[config.mk]
export PLATFORM = sky130hd
export DESIGN_NAME = vga_timing_gen
export DESIGN_NICKNAME = d
export VERILOG_FILES = /design/src/rtl/vga_timing_pkg.sv /design/src/rtl/vga_axis_counter.sv /design/src/rtl/vga_timing_gen.sv
export SDC_FILE = /design/constraint.sdc
export NUM_CORES = 1
export LEC_CHECK = 0
export CAP_MARGIN = 10
export CELL_PAD_IN_SITES_DETAIL_PLACEMENT = 1
export CELL_PAD_IN_SITES_GLOBAL_PLACEMENT = 2
export CORE_MARGIN = 2
export CORE_UTILIZATION = 37
export CTS_CLUSTER_DIAMETER = 30
export CTS_CLUSTER_SIZE = 25
export DETAILED_ROUTE_END_ITERATION = 8
export GPL_TIMING_DRIVEN = 0
export PLACE_DENSITY = 0.86
export SKIP_CTS_REPAIR_TIMING = 1
export SLEW_MARGIN = 20
export SYNTH_ARGS = -nofsm -noshare
export SYNTH_HDL_FRONTEND = slang
export SYNTH_SLANG_ARGS = --single-unit
[constraint.sdc]
create_clock -name px_clk -period 3.1 [get_ports px_clk]
set_input_delay 0.93 -clock px_clk [delete_from_list [all_inputs] [get_ports px_clk]]
set_output_delay 0.93 -clock px_clk [all_outputs]
set_load 0.005 [all_outputs]
[src/rtl/vga_timing_pkg.sv]
// Shared mode constants and elaboration helpers for the VGA raster timing generator.
package vga_timing_pkg;

    typedef struct packed {
        int unsigned h_active;
        int unsigned h_fp;
        int unsigned h_sync;
        int unsigned h_bp;
        int unsigned v_active;
        int unsigned v_fp;
        int unsigned v_sync;
        int unsigned v_bp;
        bit          h_pol;
        bit          v_pol;
    } vga_mode_t;

    localparam vga_mode_t MODE_640X480_72 = '{
        h_active: 640, h_fp: 24, h_sync: 40, h_bp: 128,
        v_active: 480, v_fp: 9,  v_sync: 3,  v_bp: 28,
        h_pol: 1'b0, v_pol: 1'b0
    };

    localparam vga_mode_t MODE_640X480_60 = '{
        h_active: 640, h_fp: 16, h_sync: 96, h_bp: 48,
        v_active: 480, v_fp: 10, v_sync: 2,  v_bp: 33,
        h_pol: 1'b0, v_pol: 1'b0
    };

    function automatic int h_total(input int active, input int fp, input int sync, input int bp);
        return active + fp + sync + bp;
    endfunction

    function automatic int v_total(input int active, input int fp, input int sync, input int bp);
        return active + fp + sync + bp;
    endfunction

    // A total of exactly 2^cw is fine: the last count is still 2^cw-1.
    function automatic bit width_ok(input int total, input int cw);
        return longint'(total) <= (longint'(1) << cw);
    endfunction

endpackage

[src/rtl/vga_axis_counter.sv]
// One raster axis: wrapping position counter plus combinational sync/active decode.
module vga_axis_counter
    import vga_timing_pkg::*;
#(
    parameter int ACTIVE = 640,
    parameter int FP     = 24,
    parameter int SYNC   = 40,
    parameter int BP     = 128,
    parameter bit POL    = 1'b0,
    parameter int CW     = 10
) (
    input  logic          px_clk,
    input  logic          reset,
    input  logic          advance,
    output logic [CW-1:0] count,
    output logic          wrap,
    output logic          sync_lvl,
    output logic          active
);

    localparam int TOTAL = h_total(ACTIVE, FP, SYNC, BP);

    // One extra bit so a sync window ending exactly at 2^CW still compares correctly.
    localparam logic [CW:0] LAST       = (CW+1)'(TOTAL - 1);
    localparam logic [CW:0] ACT_END    = (CW+1)'(ACTIVE);
    localparam logic [CW:0] SYNC_BEGIN = (CW+1)'(ACTIVE + FP);
    localparam logic [CW:0] SYNC_END   = (CW+1)'(ACTIVE + FP + SYNC);

    logic [CW:0] count_x;

    assign count_x  = {1'b0, count};
    assign wrap     = advance && (count_x == LAST);
    assign active   = count_x < ACT_END;
    assign sync_lvl = ((count_x >= SYNC_BEGIN) && (count_x < SYNC_END)) ? POL : ~POL;

    always_ff @(posedge px_clk) begin
        if (reset) begin
            count <= '0;
        end else if (advance) begin
            count <= wrap ? '0 : count + 1'b1;
        end
    end

endmodule

[src/rtl/vga_timing_gen.sv]
// Parametrised VGA/DVI raster timing generator with registered, mutually aligned outputs.
// Optional next-pixel prefetch outputs are enabled with VGA_TIMING_PREFETCH_EN.
module vga_timing_gen
    import vga_timing_pkg::*;
#(
    parameter int H_ACTIVE   = MODE_640X480_72.h_active,
    parameter int H_FP       = MODE_640X480_72.h_fp,
    parameter int H_SYNC     = MODE_640X480_72.h_sync,
    parameter int H_BP       = MODE_640X480_72.h_bp,
    parameter int V_ACTIVE   = MODE_640X480_72.v_active,
    parameter int V_FP       = MODE_640X480_72.v_fp,
    parameter int V_SYNC     = MODE_640X480_72.v_sync,
    parameter int V_BP       = MODE_640X480_72.v_bp,
    parameter bit H_SYNC_POL = MODE_640X480_72.h_pol,
    parameter bit V_SYNC_POL = MODE_640X480_72.v_pol,
    parameter int CW         = 10,
    parameter int FRAME_W    = 8
) (
    input  logic               px_clk,
    input  logic               reset,
    input  logic               enable,
    output logic               hsync,
    output logic               vsync,
    output logic               activevideo,
    output logic [CW-1:0]      x_px,
    output logic [CW-1:0]      y_px,
    output logic               line_start,
    output logic               frame_start,
    output logic               vblank,
    output logic [FRAME_W-1:0] frame_count
`ifdef VGA_TIMING_PREFETCH_EN
    ,
    output logic [CW-1:0]      x_next,
    output logic [CW-1:0]      y_next,
    output logic               active_next
`endif
);

    if (!width_ok(h_total(H_ACTIVE, H_FP, H_SYNC, H_BP), CW) ||
        !width_ok(v_total(V_ACTIVE, V_FP, V_SYNC, V_BP), CW)) begin : g_width_err
        $error("vga_timing_gen: H_TOTAL/V_TOTAL exceed 2^CW");
    end

    logic [CW-1:0]      hc;
    logic [CW-1:0]      vc;
    logic               h_wrap;
    logic               v_wrap;
    logic               h_sync_lvl;
    logic               v_sync_lvl;
    logic               h_active;
    logic               v_active;
    logic [FRAME_W-1:0] frame_cnt;

    vga_axis_counter #(
        .ACTIVE (H_ACTIVE),
        .FP     (H_FP),
        .SYNC   (H_SYNC),
        .BP     (H_BP),
        .POL    (H_SYNC_POL),
        .CW     (CW)
    ) u_h_axis (
        .px_clk   (px_clk),
        .reset    (reset),
        .advance  (enable),
        .count    (hc),
        .wrap     (h_wrap),
        .sync_lvl (h_sync_lvl),
        .active   (h_active)
    );

    vga_axis_counter #(
        .ACTIVE (V_ACTIVE),
        .FP     (V_FP),
        .SYNC   (V_SYNC),
        .BP     (V_BP),
        .POL    (V_SYNC_POL),
        .CW     (CW)
    ) u_v_axis (
        .px_clk   (px_clk),
        .reset    (reset),
        .advance  (h_wrap),
        .count    (vc),
        .wrap     (v_wrap),
        .sync_lvl (v_sync_lvl),
        .active   (v_active)
    );

    // frame_cnt runs one pixel ahead of frame_count so both flip with frame_start.
    always_ff @(posedge px_clk) begin
        if (reset) begin
            x_px        <= '0;
            y_px        <= '0;
            activevideo <= 1'b0;
            line_start  <= 1'b0;
            frame_start <= 1'b0;
            vblank      <= 1'b0;
            frame_count <= '0;
            frame_cnt   <= '0;
            hsync       <= ~H_SYNC_POL;
            vsync       <= ~V_SYNC_POL;
        end else begin
            line_start  <= 1'b0;
            frame_start <= 1'b0;
            if (enable) begin
                x_px        <= hc;
                y_px        <= vc;
                activevideo <= h_active && v_active;
                line_start  <= (hc == '0);
                frame_start <= (hc == '0) && (vc == '0);
                vblank      <= ~v_active;
                hsync       <= h_sync_lvl;
                vsync       <= v_sync_lvl;
                frame_count <= frame_cnt;
                if (v_wrap) begin
                    frame_cnt <= frame_cnt + 1'b1;
                end
            end
        end
    end

`ifdef VGA_TIMING_PREFETCH_EN
    // The counters already hold the pixel the next enabled cycle will present.
    assign x_next      = hc;
    assign y_next      = vc;
    assign active_next = h_active && v_active;
`endif

endmodule

Yosys cells after proc, flatten, opt, wreduce, memory -nomap -nowiden. Cells that the tools add are included.

Add/subtract/negate cells: 3. Magnitude comparators: 6. Equal/unequal tests: 2. Muxes and demuxes: 4. Bitwise gates (word level): 2. Reductions and logical operators: 10.

Operators with widths (count): adder 10 x 1 -> 10 bit (second input constant) (2); equality test 10 bit (second input constant) (2); logical NOT 10 bit (2); less-than comparator 10 bit (second input constant) (2); less-than comparator 10 x 9 -> 1 bit (second input constant) (2); 2-to-1 mux 10 bit (2); greater-or-equal comparator 10 bit (second input constant) (1); greater-or-equal comparator 10 x 9 -> 1 bit (second input constant) (1); adder 8 x 1 -> 8 bit (second input constant) (1); logical AND 1 bit (6); 2-to-1 mux 1 bit (2); inverter 1 bit (2); AND reduction 2 bit (1); OR reduction 2 bit (1).

Register bits: 62. Output and inout port bits: 34. Word-level logic and storage cells: 39.

Longest topological paths before layout. Gate-level depths: netlist of the first run.

Depth in word-level cells: 4. Mapped depth: 7. Gate-level depth less buffers: 6.

Hierarchy. From an unflattened synthesis of the first run, not the netlist that was laid out.

Cells, all modules: 277. Area total of the unflattened synthesis: 2621.3 um2.

By module, submodules not included: vga_timing_gen (instances 1, cells each 157, area an instance 1571.5 um2, seq. area each 840.8 um2); vga_axis_counter (u_v_axis) (instances 1, cells each 62, area an instance 545.5 um2, seq. area each 200.2 um2); vga_axis_counter (u_h_axis) (instances 1, cells each 58, area an instance 504.2 um2, seq. area each 200.2 um2).

Worst setup path before layout of the first run. Ideal clock, no wire load.

Path kind: input to register. From: input enable. To: register frame_cnt[6]. Data arrival time: 1.999 ns. Required time: 3.029 ns. Path slack: 1.030 ns. Cell stages on the path: 5. Path buffers: 1. Path through: and4b_2 > nand3_4 > buf_6 > or4_1 > a21oi_1.

Word-level cells in the longest chain between the ends: 3.

Ends and longest elaborated chain: start, declared (line vga_timing_gen.sv:21) `input logic enable,`; logical AND 1 bit (2 in series) (line vga_axis_counter.sv:32) `assign wrap = advance && (count_x == LAST);`; AND reduction 2 bit (no source line) *; end signal, assigned (line vga_timing_gen.sv:115) `frame_cnt <= frame_cnt + 1'b1;`; end, declared (line vga_timing_gen.sv:52) `logic [FRAME_W-1:0] frame_cnt;`.

Mark *: on every way between the ends. The rest lies on a longest branch, timed or not. A chain may end at the register's enable or synchronous reset.

Final worst setup path of the first run.
From: input enable. To: register u_h_axis.count[1].

Word-level cells in the longest chain between the ends: 2.

Ends and longest elaborated chain: logical AND 1 bit (line vga_axis_counter.sv:32); 2-to-1 mux 10 bit (line vga_axis_counter.sv:40) `count <= wrap ? '0 : count + 1'b1;`; end signal, assigned (line vga_axis_counter.sv:40); end, declared (line vga_axis_counter.sv:15) `output logic [CW-1:0] count,`.

Several ways; a longest one is shown, not always the timed one.

==> results of run 1 <==
[per-layer routing]
metal / global-route usage [%] / routed length (um)
met1: 23.8 / 3510
met2: 29.3 / 3270
met3: 3.49 / 181
met4: 8.21 / 115
met5: 0 / 0
[cell type report]
class / count / area, um2 / area share (%)
plain buffers: 21 / 158 / 4.51
multi-input cells: 201 / 1390 / 39.7
clock buffers: 12 / 155 / 4.44
inverters: 6 / 22.5 / 0.644
well taps: 99 / 124 / 3.54
repair buffers: 36 / 360 / 10.3
flip-flops and latches: 62 / 1240 / 35.5
clock inverters: 4 / 45.0 / 1.29
[through the flow]
stage | area, um2 | std cells | setup WS [ns] | hold WS [ns]
6_report | 3490 | 441 | 0.435 | 0.474
4_1_cts | 3490 | 441 | 0.433 | 0.478
3_3_place_gp | 3290 | 425 | 0.104 | 0.466
2_1_floorplan | 2810 | 290 | 1.03 | 0.449
3_5_place_dp | 3290 | 425 | 0.0765 | 0.466
5_1_grt | 3490 | 441 | 0.263 | 0.505
[worst min-delay path, delay by kind of cell (launching register included)]
family	cells	cell delay, ns
DFF	1	0.31
and+or+nand+nor	1	0.07
AOI/OAI and AO/OA	1	0.05
[cells in the mapped netlist (2+ instances only)]
library cell,number,area [um2]
nor4_1,4,25.0
buf_6,5,56.3
and3_1,2,12.5
buf_4,2,15.0
nand2b_1,5,31.3
or2_2,2,12.5
o21ai_0,4,20.0
nor2_1,50,188
nor4b_1,2,17.5
buf_2,2,10.0
o311ai_0,2,17.5
inv_1,6,22.5
o31ai_1,7,52.6
nor3_1,2,10.0
dfxtp_1,62,1240
nand4b_1,2,17.5
a21oi_1,14,70.1
xnor2_1,6,52.6
and4_1,5,43.8
clkbuf_8,3,41.3
and4b_2,2,22.5
clkbuf_1,7,26.3
or4_1,7,52.6
nor4_4,2,42.5
nand2_1,8,30.0
nand4_1,9,56.3
nand3_1,8,40.0
ha_1,7,87.6
mux2i_1,31,310
xor2_1,8,70.1
[worst paths after layout]
path	startpoint	endpoint	slack (ns)	cells after the start
setup / recovery	enable	u_h_axis.count[1]$_SDFFE_PP0P_	0.44	5
hold / removal	activevideo$_SDFFE_PP0P_	activevideo$_SDFFE_PP0P_	0.47	2
setup reg to reg	u_h_axis.count[0]$_SDFFE_PP0P_	u_v_axis.count[1]$_SDFFE_PP0N_	1.02	5
hold reg to reg	activevideo$_SDFFE_PP0P_	activevideo$_SDFFE_PP0P_	0.47	2
[logic make-up after synthesis]
kind of cell	count (synthesis)	synth area share (%)
AOI/OAI and AO/OA	30	6.55
and+or+nand+nor	119	24.4
buffers and inverters	27	6.41
muxes	31	11.0
xor gates and xnor gates	14	4.36
DFF	62	44.2
adders and majority gates	7	3.12
[where the power goes]
| group | internal (mW) | leakage [nW] | switching (mW) |
|---|---|---|---|
| clock network | 0.412 | 0.106 | 0.323 |
| registers | 0.802 | 0.501 | 0.00443 |
| logic | 0.0303 | 0.699 | 0.0400 |
| total | 1.24 | 1.31 | 0.368 |
[sequential cells by signal (all words and copies together), names as in the netlist]
signal          cells
activevideo         1
vblank              1
hsync               1
y_px               10
u_h_axis.count     10
x_px               10
line_start          1
frame_count         8
u_v_axis.count     10
vsync               1
frame_cnt           8
frame_start         1
==> reports/qor.txt, run 1 <==
Most frequent cells in the layout: 62 x dfxtp_1, 50 x nor2_1, 36 x clkdlybuf4s50_1
Most common cell after layout, fill and taps aside: dfxtp_1
Gpl congestion: 0.842
Critical path startpoint category: primary input
CORE AREA: 7290 um2
Detailed Route WL: 7070 um
Sink Count: 62
Maxcap violations: 0
Post-route setup TNS: 0 ns
Via Count: 2291
Antenna cells: 0
Relative slew margins: 55.3%
Ys flop type: dfxtp_1
Worst Hold Class: reg -> reg
Initial DRC count: 50
Netlist Area Pre-Place: 2810 um2
PortBufs: 36
Total number of yosys warnings: 0
Status: completed
Post-synth EDFFs: 0
Initial antenna violation count: 0
Die height: 91.2 um
Clk Latency, worst-skew pair: 0.34 ns
Synthesized Nets: 300
Minimum clock period: 2.66 ns
Die ar.: 8310 um2
CTS buffer count: 9
Layout Nets: 347
Slew Limit Fails: 0
Final Core Density: 47.9%
Measured slew at the worst slew-check pin: 0.671 ns
Layout area overhead: 24.4%
First-pass GRT wire length: 12100 um
Fillcell total: 869
CP top delay family: buffers and inverters
Fin crit share: 86.0%
Register area share after synthesis: 44.2%
Fin Clk Skew: 0.00997 ns
Worst setup EP type: flop
Clock Tree Root: clkbuf_8
Vias in the first global route: 2398
Remaining DRCs: 0
Max Clk Rate: 375 MHz
CP Data Arrival Time: 2.94 ns
Row cnt: 31
VDD IR max: 0.263 mV
Gate count of the mapped netlist: 290
Synth unique cells: 44
CTS max path bufs: 2
Required time of the critical path: 3.38 ns
Drt first pass iters: 4
Setup Crit Path Kind: in -> reg
GR Util All Layers: 18.3%
Syn Area/Cell: 9.69 um2
Detailed placement HPWL: 5090 um
Cell area power density: 461 nW/um2
Critical Path, Cell by Cell: clkdlybuf4s50_1, clkbuf_1, buf_1, o311ai_0, a21oi_1
Starting Density: 38.5%
Pleak: 1.31 nW
CTS tree: done
Final Setup Violations: 0
Largest net degree at the start of global routing: 11
Crit path max-delay cell type: buf_1
Vias per cell: 5.20
H-Tree Depth: 3
Worst Path Max Fanout: 10
Total chip power: 1.61 mW
WL/cell: 16.0 um
RSZ-0062 raised after global routing: no
IO Pins: 37
Grt total ovfl: 0
Critical path buffers and inverters: 3
Largest stage delay on the critical path: 0.57 ns
DIE WIDTH: 91.2 um
Final hold vios: 0
Synth Register Bits: 62
Number of nets with antenna violations after routing: 0
Share of cells above drive strength 1: 10.8%
Ys async rst share: 0%
Clk pin slew, worst setup/hold paths: 0.07 ns
Note: power is estimated with default switching activity, not from simulation.
==> inputs of run 2 (changes only) <==
- ABC_AREA: unset -> 1
- CORE_UTILIZATION: 37 -> 38
- DONT_BUFFER_PORTS: unset -> 1
- PLACE_DENSITY: 0.86 -> 0.85
==> run 2 against run 1 <==
Net effect: wire length grew 15%; area after synthesis is essentially flat; worst setup slack gained 0.74 ns; sequential power grew 3.8%; clock-buffer cell count is the same; critical path type unchanged; critical endpoint is now frame_start$_SDFF_PP0_.
==> reports/qor.txt, run 2 <==
CP Data Arrival Time: 2.19 ns (was 2.94 ns)
Synth cell count leaders: 73 x nand2_1, 62 x dfxtp_1, 46 x nor2_1 (was 62 x dfxtp_1, 50 x nor2_1, 31 x mux2i_1)
RSZ-0062 raised after global routing: no (unchanged)
Crit path max-delay cell type: nor3_1 (was buf_1)
Remaining DRCs: 0 (unchanged)
Most frequent cell after synthesis: nand2_1 (was dfxtp_1)
Final hold vios: 0 (unchanged)
Most frequent cells in the layout: 73 x nand2_1, 62 x dfxtp_1, 46 x nor2_1 (was 62 x dfxtp_1, 50 x nor2_1, 36 x clkdlybuf4s50_1)
Sink Count: 62 (unchanged)
Synth Register Bits: 62 (unchanged)
Gpl congestion: 0.769 (was 0.842)
Critical Path, Cell by Cell: buf_2, inv_1, nand3_1, nor3_1, nor3b_1 (was clkdlybuf4s50_1, clkbuf_1, buf_1, o311ai_0, a21oi_1)
Via Count: 2540 (was 2291)
Vias in the first global route: 2566 (was 2398)
Worst setup EP type: flop (unchanged)
Syn Area/Cell: 7.26 um2 (was 9.69 um2)
Largest stage delay on the critical path: 0.47 ns (was 0.57 ns)
Synth area leaders: dfxtp_1 44%, nand2_1 9.7%, a21oi_1 6.4% (was dfxtp_1 44%, mux2i_1 11%, nor2_1 6.7%)
Slew Limit Fails: 0 (unchanged)
Pleak: 1.25 nW (was 1.31 nW)
Synthesized Nets: 397 (was 300)
Post-Place Worst Slack: 0.797 ns (was 0.0765 ns)
Clk pin slew, worst setup/hold paths: 0.07 ns (about the same)
R2r worst-path depth: 8 (was 5)
Total number of yosys warnings: 0 (unchanged)
Slack of the critical path: 1.17 ns (was 0.435 ns)
Initial DRC count: 118 (was 50)
Share of cells above drive strength 1: 9.68% (was 10.8%)
CORE AREA: 7210 um2 (was 7290 um2)
Post-synth EDFFs: 0 (unchanged)
Worst reg2reg setup slack: 1.29 ns (was 1.02 ns)
Critical path buffers and inverters: 2 (was 3)
Vias per cell: 5.06 (was 5.20)
Number of cells after detailed placement: 486 (was 425)
Fillcell total: 948 (was 869)
Ys async rst share: 0% (unchanged)
Critical Path End: frame_start$_SDFF_PP0_ (was u_h_axis.count[1]$_SDFFE_PP0P_)
Ys flop type: dfxtp_1 (unchanged)
Clk Latency, worst-skew pair: 0.35 ns (was 0.34 ns)
Max Clk Rate: 519 MHz (was 375 MHz)
Detailed placement HPWL: 5980 um (was 5090 um)
Worst Path Max Fanout: 9 (was 10)
Row cnt: 31 (unchanged)
Clock Tree Root: clkbuf_8 (unchanged)
PortBufs: 0 (was 36)
First-pass GRT wire length: 13100 um (was 12100 um)
CP Depth: 5 (unchanged)
Number of nets with antenna violations after routing: 0 (unchanged)
Measured slew at the worst slew-check pin: 0.589 ns (was 0.671 ns)
Total chip power: 1.72 mW (was 1.61 mW)
Setup Crit Path Kind: in -> reg (unchanged)
CTS tree: done (unchanged)
CTS buffer count: 9 (unchanged)
Detailed Route WL: 8130 um (was 7070 um)
Register area share after synthesis: 44.1% (was 44.2%)
WL/cell: 16.2 um (was 16.0 um)
Layout Nets: 408 (was 347)
CP top delay family: simple AND/OR/NAND/NOR gates (was buffers and inverters)
Worst Hold Class: reg -> reg (unchanged)
Die height: 90.0 um (was 91.2 um)
Starting Density: 39.0% (was 38.5%)
Post-synth top area share: 44.1% (was 44.2%)
Synth unique cells: 27 (was 44)
Grt total ovfl: 0 (unchanged)
IO Pins: 37 (unchanged)
CP Launch Point: reset (was enable)
Synth area leader: dfxtp_1 (unchanged)
GR Util All Layers: 20.5% (was 18.3%)
Die ar.: 8100 um2 (was 8310 um2)
Drt first pass iters: 4 (unchanged)
Fin Clk Skew: 0.00706 ns (was 0.00997 ns)
Most common cell after layout, fill and taps aside: nand2_1 (was dfxtp_1)
Final Setup Violations: 0 (unchanged)
H-Tree Depth: 3 (unchanged)
Fin crit share: 62.1% (was 86.0%)
RR Startpoint: u_h_axis.count[1]$_SDFFE_PP0P_ (was u_h_axis.count[0]$_SDFFE_PP0P_)
Initial antenna violation count: 0 (unchanged)
Maxcap violations: 0 (unchanged)
DIE WIDTH: 90.0 um (was 91.2 um)
Reg2reg end: u_v_axis.count[7]$_SDFFE_PP0N_ (was u_v_axis.count[1]$_SDFFE_PP0N_)
Critical path startpoint category: primary input (unchanged)
Required time of the critical path: 3.37 ns (was 3.38 ns)
Minimum clock period: 1.93 ns (was 2.66 ns)
VDD IR max: 0.231 mV (was 0.263 mV)
Cell area power density: 546 nW/um2 (was 461 nW/um2)
Status: completed (unchanged)
Layout area overhead: 12.1% (was 24.4%)
Post-route setup TNS: 0 ns (unchanged)
Largest net degree at the start of global routing: 11 (unchanged)
CTS max path bufs: 2 (unchanged)
Antenna cells: 0 (unchanged)
Gate count of the mapped netlist: 387 (was 290)
Relative slew margins: 60.7% (was 55.3%)
Non-Filler Instances: 502 (was 441)
Netlist Area Pre-Place: 2810 um2 (about the same)
[run 2: cell count changes in the layout (fill, tap and decap cells not counted), sizes merged, moves of 13 or more]
| cell | before | now |
|---|---|---|
| nand2 | 8 | 76 |
| inv | 6 | 49 |
| clkdlybuf4s50 | 36 | 0 |
| o21ai | 4 | 36 |
| mux2i | 31 | 0 |
| a21oi | 14 | 36 |
| nand3 | 10 | 23 |
[run 2: worst min-delay path by stage]
stage | endpoint | start | depth (start not counted)
after floorplan | frame_count[4]$_SDFFE_PP0P_ | frame_cnt[4]$_SDFFE_PP0P_ | 2
after global placement | x_px[6]$_SDFFE_PP0P_ | x_px[6]$_SDFFE_PP0P_ | 2
after detailed placement | x_px[6]$_SDFFE_PP0P_ | x_px[6]$_SDFFE_PP0P_ | 2
after CTS | x_px[6]$_SDFFE_PP0P_ | x_px[6]$_SDFFE_PP0P_ | 2
after global routing | x_px[6]$_SDFFE_PP0P_ | x_px[6]$_SDFFE_PP0P_ | 2
final | x_px[1]$_SDFFE_PP0P_ | x_px[1]$_SDFFE_PP0P_ | 2
[run 2: cell families after synthesis]
group           count (synthesis)  share of synthesized area [%]
compound gates                 79                           14.7
fa+ha+maj                       7                           3.12
simple gates                  173                           28.0
xor+xnor                        2                          0.623
buf+inv                        64                           9.43
flops                          62                           44.1
[run 2: cell type report]
| type | count | area [um2] | area share (%) |
|---|---|---|---|
| multi-input combinational | 261 | 1310 | 41.4 |
| clock buffer | 12 | 145 | 4.61 |
| buffer | 15 | 81.3 | 2.58 |
| tap | 99 | 124 | 3.93 |
| clock inverter | 4 | 70.1 | 2.22 |
| inverter | 49 | 184 | 5.84 |
| sequential | 62 | 1240 | 39.4 |
[run 2: tightest hold or removal path, cell delays in order, from the launching register on]
cell	delay [ns]
dfxtp_1	0.33
nand2_1	0.06
a21oi_1	0.05
[run 2: stage by stage]
step	instance area [um2]	utilization [%]	hold WS [ns]
finish	3150	43.7	0.484
global route	3150	43.7	0.512
CTS	3150	43.7	0.489
detailed placement	2940	40.7	0.478
global placement	2940	40.7	0.469
floorplan	2810	-	0.448
[run 2: per-layer routing]
metal | track usage (%) | part of all wire (%) | routed length, um | up-vias
met5 | 0 | 0 | 0 | -
met4 | 8.08 | 2.0 | 163 | 0
met3 | 5.87 | 5.3 | 433 | 16
met2 | 31.9 | 44 | 3580 | 49
met1 | 26.9 | 49 | 3950 | 1199
li1 | - | - | - | 1276
[run 2: power by group]
group | internal [mW] | switching, mW | total [mW]
Sequential | 0.820 | 0.0179 | 0.838
Clock | 0.473 | 0.336 | 0.809
Combinational | 0.0228 | 0.0526 | 0.0754
Total | 1.32 | 0.406 | 1.72
==> inputs of run 3 (changes only) <==
- CORE_UTILIZATION: 38 -> 35
- PLACE_DENSITY: 0.85 -> 0.79
- clock period: 3.1 -> 1.95 ns (I/O delays scaled with it)
==> run 3 against run 2 <==
Net effect: design area down 1.5%; clock skew increased by 0.0032 ns; worst setup slack got worse by 0.97 ns; power increased by 39%; largest power group unchanged.
==> reports/qor.txt, run 3 (synthesis results as in run 2) <==
Reg2reg end: u_v_axis.count[5]$_SDFFE_PP0N_ (was u_v_axis.count[7]$_SDFFE_PP0N_)
Vias in the first global route: 2582 (was 2566)
CORE AREA: 7770 um2 (was 7210 um2)
Clk pin slew, worst setup/hold paths: 0.07 ns (about the same)
Share of cells above drive strength 1: 9.70% (was 9.68%)
Post-route setup TNS: 0 ns (unchanged)
Psw: 0.615 mW (was 0.406 mW)
GR Util All Layers: 20.2% (was 20.5%)
Register area: 1240 um2 (unchanged)
CTS buffer count: 9 (unchanged)
Critical Path, Cell by Cell: ha_1, nand2_1, nor2_1, nand3_4, nor2_4, nor2_1, nand2_1, nor2_1 (was buf_2, inv_1, nand3_1, nor3_1, nor3b_1)
Hold Path Cell Cnt: 2 (unchanged)
Post-Place Worst Slack: 0.00951 ns (was 0.797 ns)
Largest stage delay on the critical path: 0.38 ns (was 0.47 ns)
Antenna cells: 0 (unchanged)
Critical path startpoint category: flop (was primary input)
Sink Count: 62 (unchanged)
Final Setup Violations: 0 (unchanged)
Final hold vios: 0 (unchanged)
Min Hold Slack: 0.482 ns (was 0.484 ns)
Status: completed (unchanged)
Slew Limit Fails: 0 (unchanged)
Via Count: 2513 (was 2540)
Internal power: 1.78 mW (was 1.32 mW)
Slack of the critical path: 0.207 ns (was 1.17 ns)
Setup Crit Path Kind: reg -> reg (was in -> reg)
Relative slew margins: 63.1% (was 60.7%)
Gpl congestion: 0.763 (was 0.769)
CP Launch Point: u_h_axis.count[1]$_SDFFE_PP0P_ (was reset)
RSZ-0062 raised after global routing: no (unchanged)
Detailed Route WL: 8080 um (was 8130 um)
Clk pwr share: 39.5% (was 47.0%)
Measured slew at the worst slew-check pin: 0.553 ns (was 0.589 ns)
Max Clk Rate: 574 MHz
First-pass GRT wire length: 13400 um (was 13100 um)
Flop pwr share: 55.6% (was 48.7%)
Worst setup EP type: flop (unchanged)
Largest net degree at the start of global routing: 11 (unchanged)
CP Data Arrival Time: 1.98 ns (was 2.19 ns)
Initial DRC count: 103 (was 118)
VDD IR max: 0.297 mV (was 0.231 mV)
Detailed placement HPWL: 6040 um (was 5980 um)
Clk Latency, worst-skew pair: 0.34 ns (was 0.35 ns)
Most frequent CP cell: nor2_1
Number of nets with antenna violations after routing: 0 (unchanged)
Clock Tree Root: clkbuf_8 (unchanged)
Fillcell total: 1003 (was 948)
Remaining DRCs: 0 (unchanged)
Pleak: 1.22 nW (was 1.25 nW)
Worst Path Max Fanout: 9 (unchanged)
H-Tree Depth: 3 (unchanged)
Most frequent cells in the layout: 73 x nand2_1, 62 x dfxtp_1, 46 x nor2_1 (unchanged)
Comb power frac: 5.0% (was 4.4%)
R2r worst-path depth: 8 (unchanged)
Maxcap violations: 0 (unchanged)
Hold EP: x_px[6]$_SDFFE_PP0P_ (was x_px[1]$_SDFFE_PP0P_)
Met2 global-route usage: 30.1% (was 31.9%)
WL/cell: 16.0 um (was 16.2 um)
RR Startpoint: u_h_axis.count[1]$_SDFFE_PP0P_ (unchanged)
Grt total ovfl: 0 (unchanged)
Required time of the critical path: 2.19 ns (was 3.37 ns)
Cell area power density: 774 nW/um2 (was 546 nW/um2)
IO Pins: 37 (unchanged)
Initial antenna violation count: 0 (unchanged)
Vias per cell: 4.99 (was 5.06)
Fin Clk Skew: 0.0103 ns (was 0.00706 ns)
Minimum clock period: 1.74 ns
Die height: 93.6 um (was 90.0 um)
Hold_sp: x_px[6]$_SDFFE_PP0P_ (was x_px[1]$_SDFFE_PP0P_)
CTS max path bufs: 2 (unchanged)
Layout area overhead: 10.3% (was 12.1%)
Worst Hold Class: reg -> reg (unchanged)
PortBufs: 0 (unchanged)
Die ar.: 8770 um2 (was 8100 um2)
Routing usage on met1: 28.0% (was 26.9%)
Worst reg2reg setup slack: 0.21 ns (was 1.29 ns)
Area occupied by multi-input gates: 1310 um2 (about the same)
Drt first pass iters: 4 (unchanged)
Busiest grt layer: met2 (unchanged)
Layout Nets: 408 (unchanged)
Most common cell after layout, fill and taps aside: nand2_1 (unchanged)
DIE WIDTH: 93.6 um (was 90.0 um)
Sw frac: 25.6% (was 23.6%)
GR Layer Usage met3: 5.48% (was 5.87%)
Crit path max-delay cell type: dfxtp_1 (was nor3_1)
Row cnt: 32 (was 31)
Fin crit share: 89.4%
CTS tree: done (unchanged)
Starting Density: 36.2% (was 39.0%)
==> run 3: cell count changes in the layout (fill, tap and decap cells not counted) <==
cell,before,now
clkinvlp_4,0,1
nand3_4,0,1
bufinv_16,2,0
nand3_2,3,2
clkinv_2,2,4
clkbuf_8,10,9
clkbuf_1,10,9
==> run 3: final cells by class <==
| type | instances | share of cell area, % |
|---|---|---|
| Sequential cell | 62 | 40.0 |
| Multi-Input combinational cell | 261 | 42.3 |
| Inverter | 49 | 5.93 |
| Clock inverter | 5 | 0.887 |
| Buffer | 15 | 2.62 |
| Clock buffer | 10 | 4.11 |
| Tap cell | 102 | 4.11 |
==> run 3: worst max-delay path by stage <==
stage / endpoint / slack (ns) / cells after the start
floorplan: u_h_axis.count[8]$_SDFFE_PP0P_ / 0.49 / 7
global placement: frame_start$_SDFF_PP0_ / 0.01 / 5
detailed placement: frame_start$_SDFF_PP0_ / 0.01 / 5
CTS: u_v_axis.count[5]$_SDFFE_PP0N_ / 0.15 / 8
global route: u_v_axis.count[9]$_SDFFE_PP0N_ / 0.05 / 8
finish: u_v_axis.count[5]$_SDFFE_PP0N_ / 0.21 / 8
==> run 3: stage by stage <==
stage | cells | power (mW) | utilization, % | area, um2
floorplan | 387 | 1.44 | - | 2810
global placement | 489 | 1.48 | 37.8 | 2940
finish | 504 | 2.40 | 39.9 | 3100
detailed placement | 489 | 1.48 | 37.8 | 2940
CTS | 504 | 2.43 | 39.8 | 3090
global route | 504 | 2.52 | 39.9 | 3100
==> run 3: worst max-delay path, delay by kind of cell (launching register included) <==
kind / cells / cell delay, ns
adder cells (fa/ha/maj): 1 / 0.21
AND/OR/NAND/NOR: 7 / 1.03
flip-flops: 1 / 0.38
==> run 3: power by group through the flow <==
| stage | Combinational [mW] | Sequential [mW] | Clock (mW) |
|---|---|---|---|
| 6_report | 0.119 | 1.33 | 0.947 |
| 5_1_grt | 0.139 | 1.34 | 1.05 |
| 4_1_cts | 0.121 | 1.33 | 0.977 |
| 3_5_place_dp | 0.120 | 1.36 | 0 |
| 3_3_place_gp | 0.118 | 1.36 | 0 |
| 2_1_floorplan | 0.0841 | 1.35 | 0 |
==> run 3: routing by layer <==
layer  wire length, um  vias up
met3               377       13
met4               124        0
li1                  -     1287
met2              3520       38
met5                 0        -
met1              4060     1175
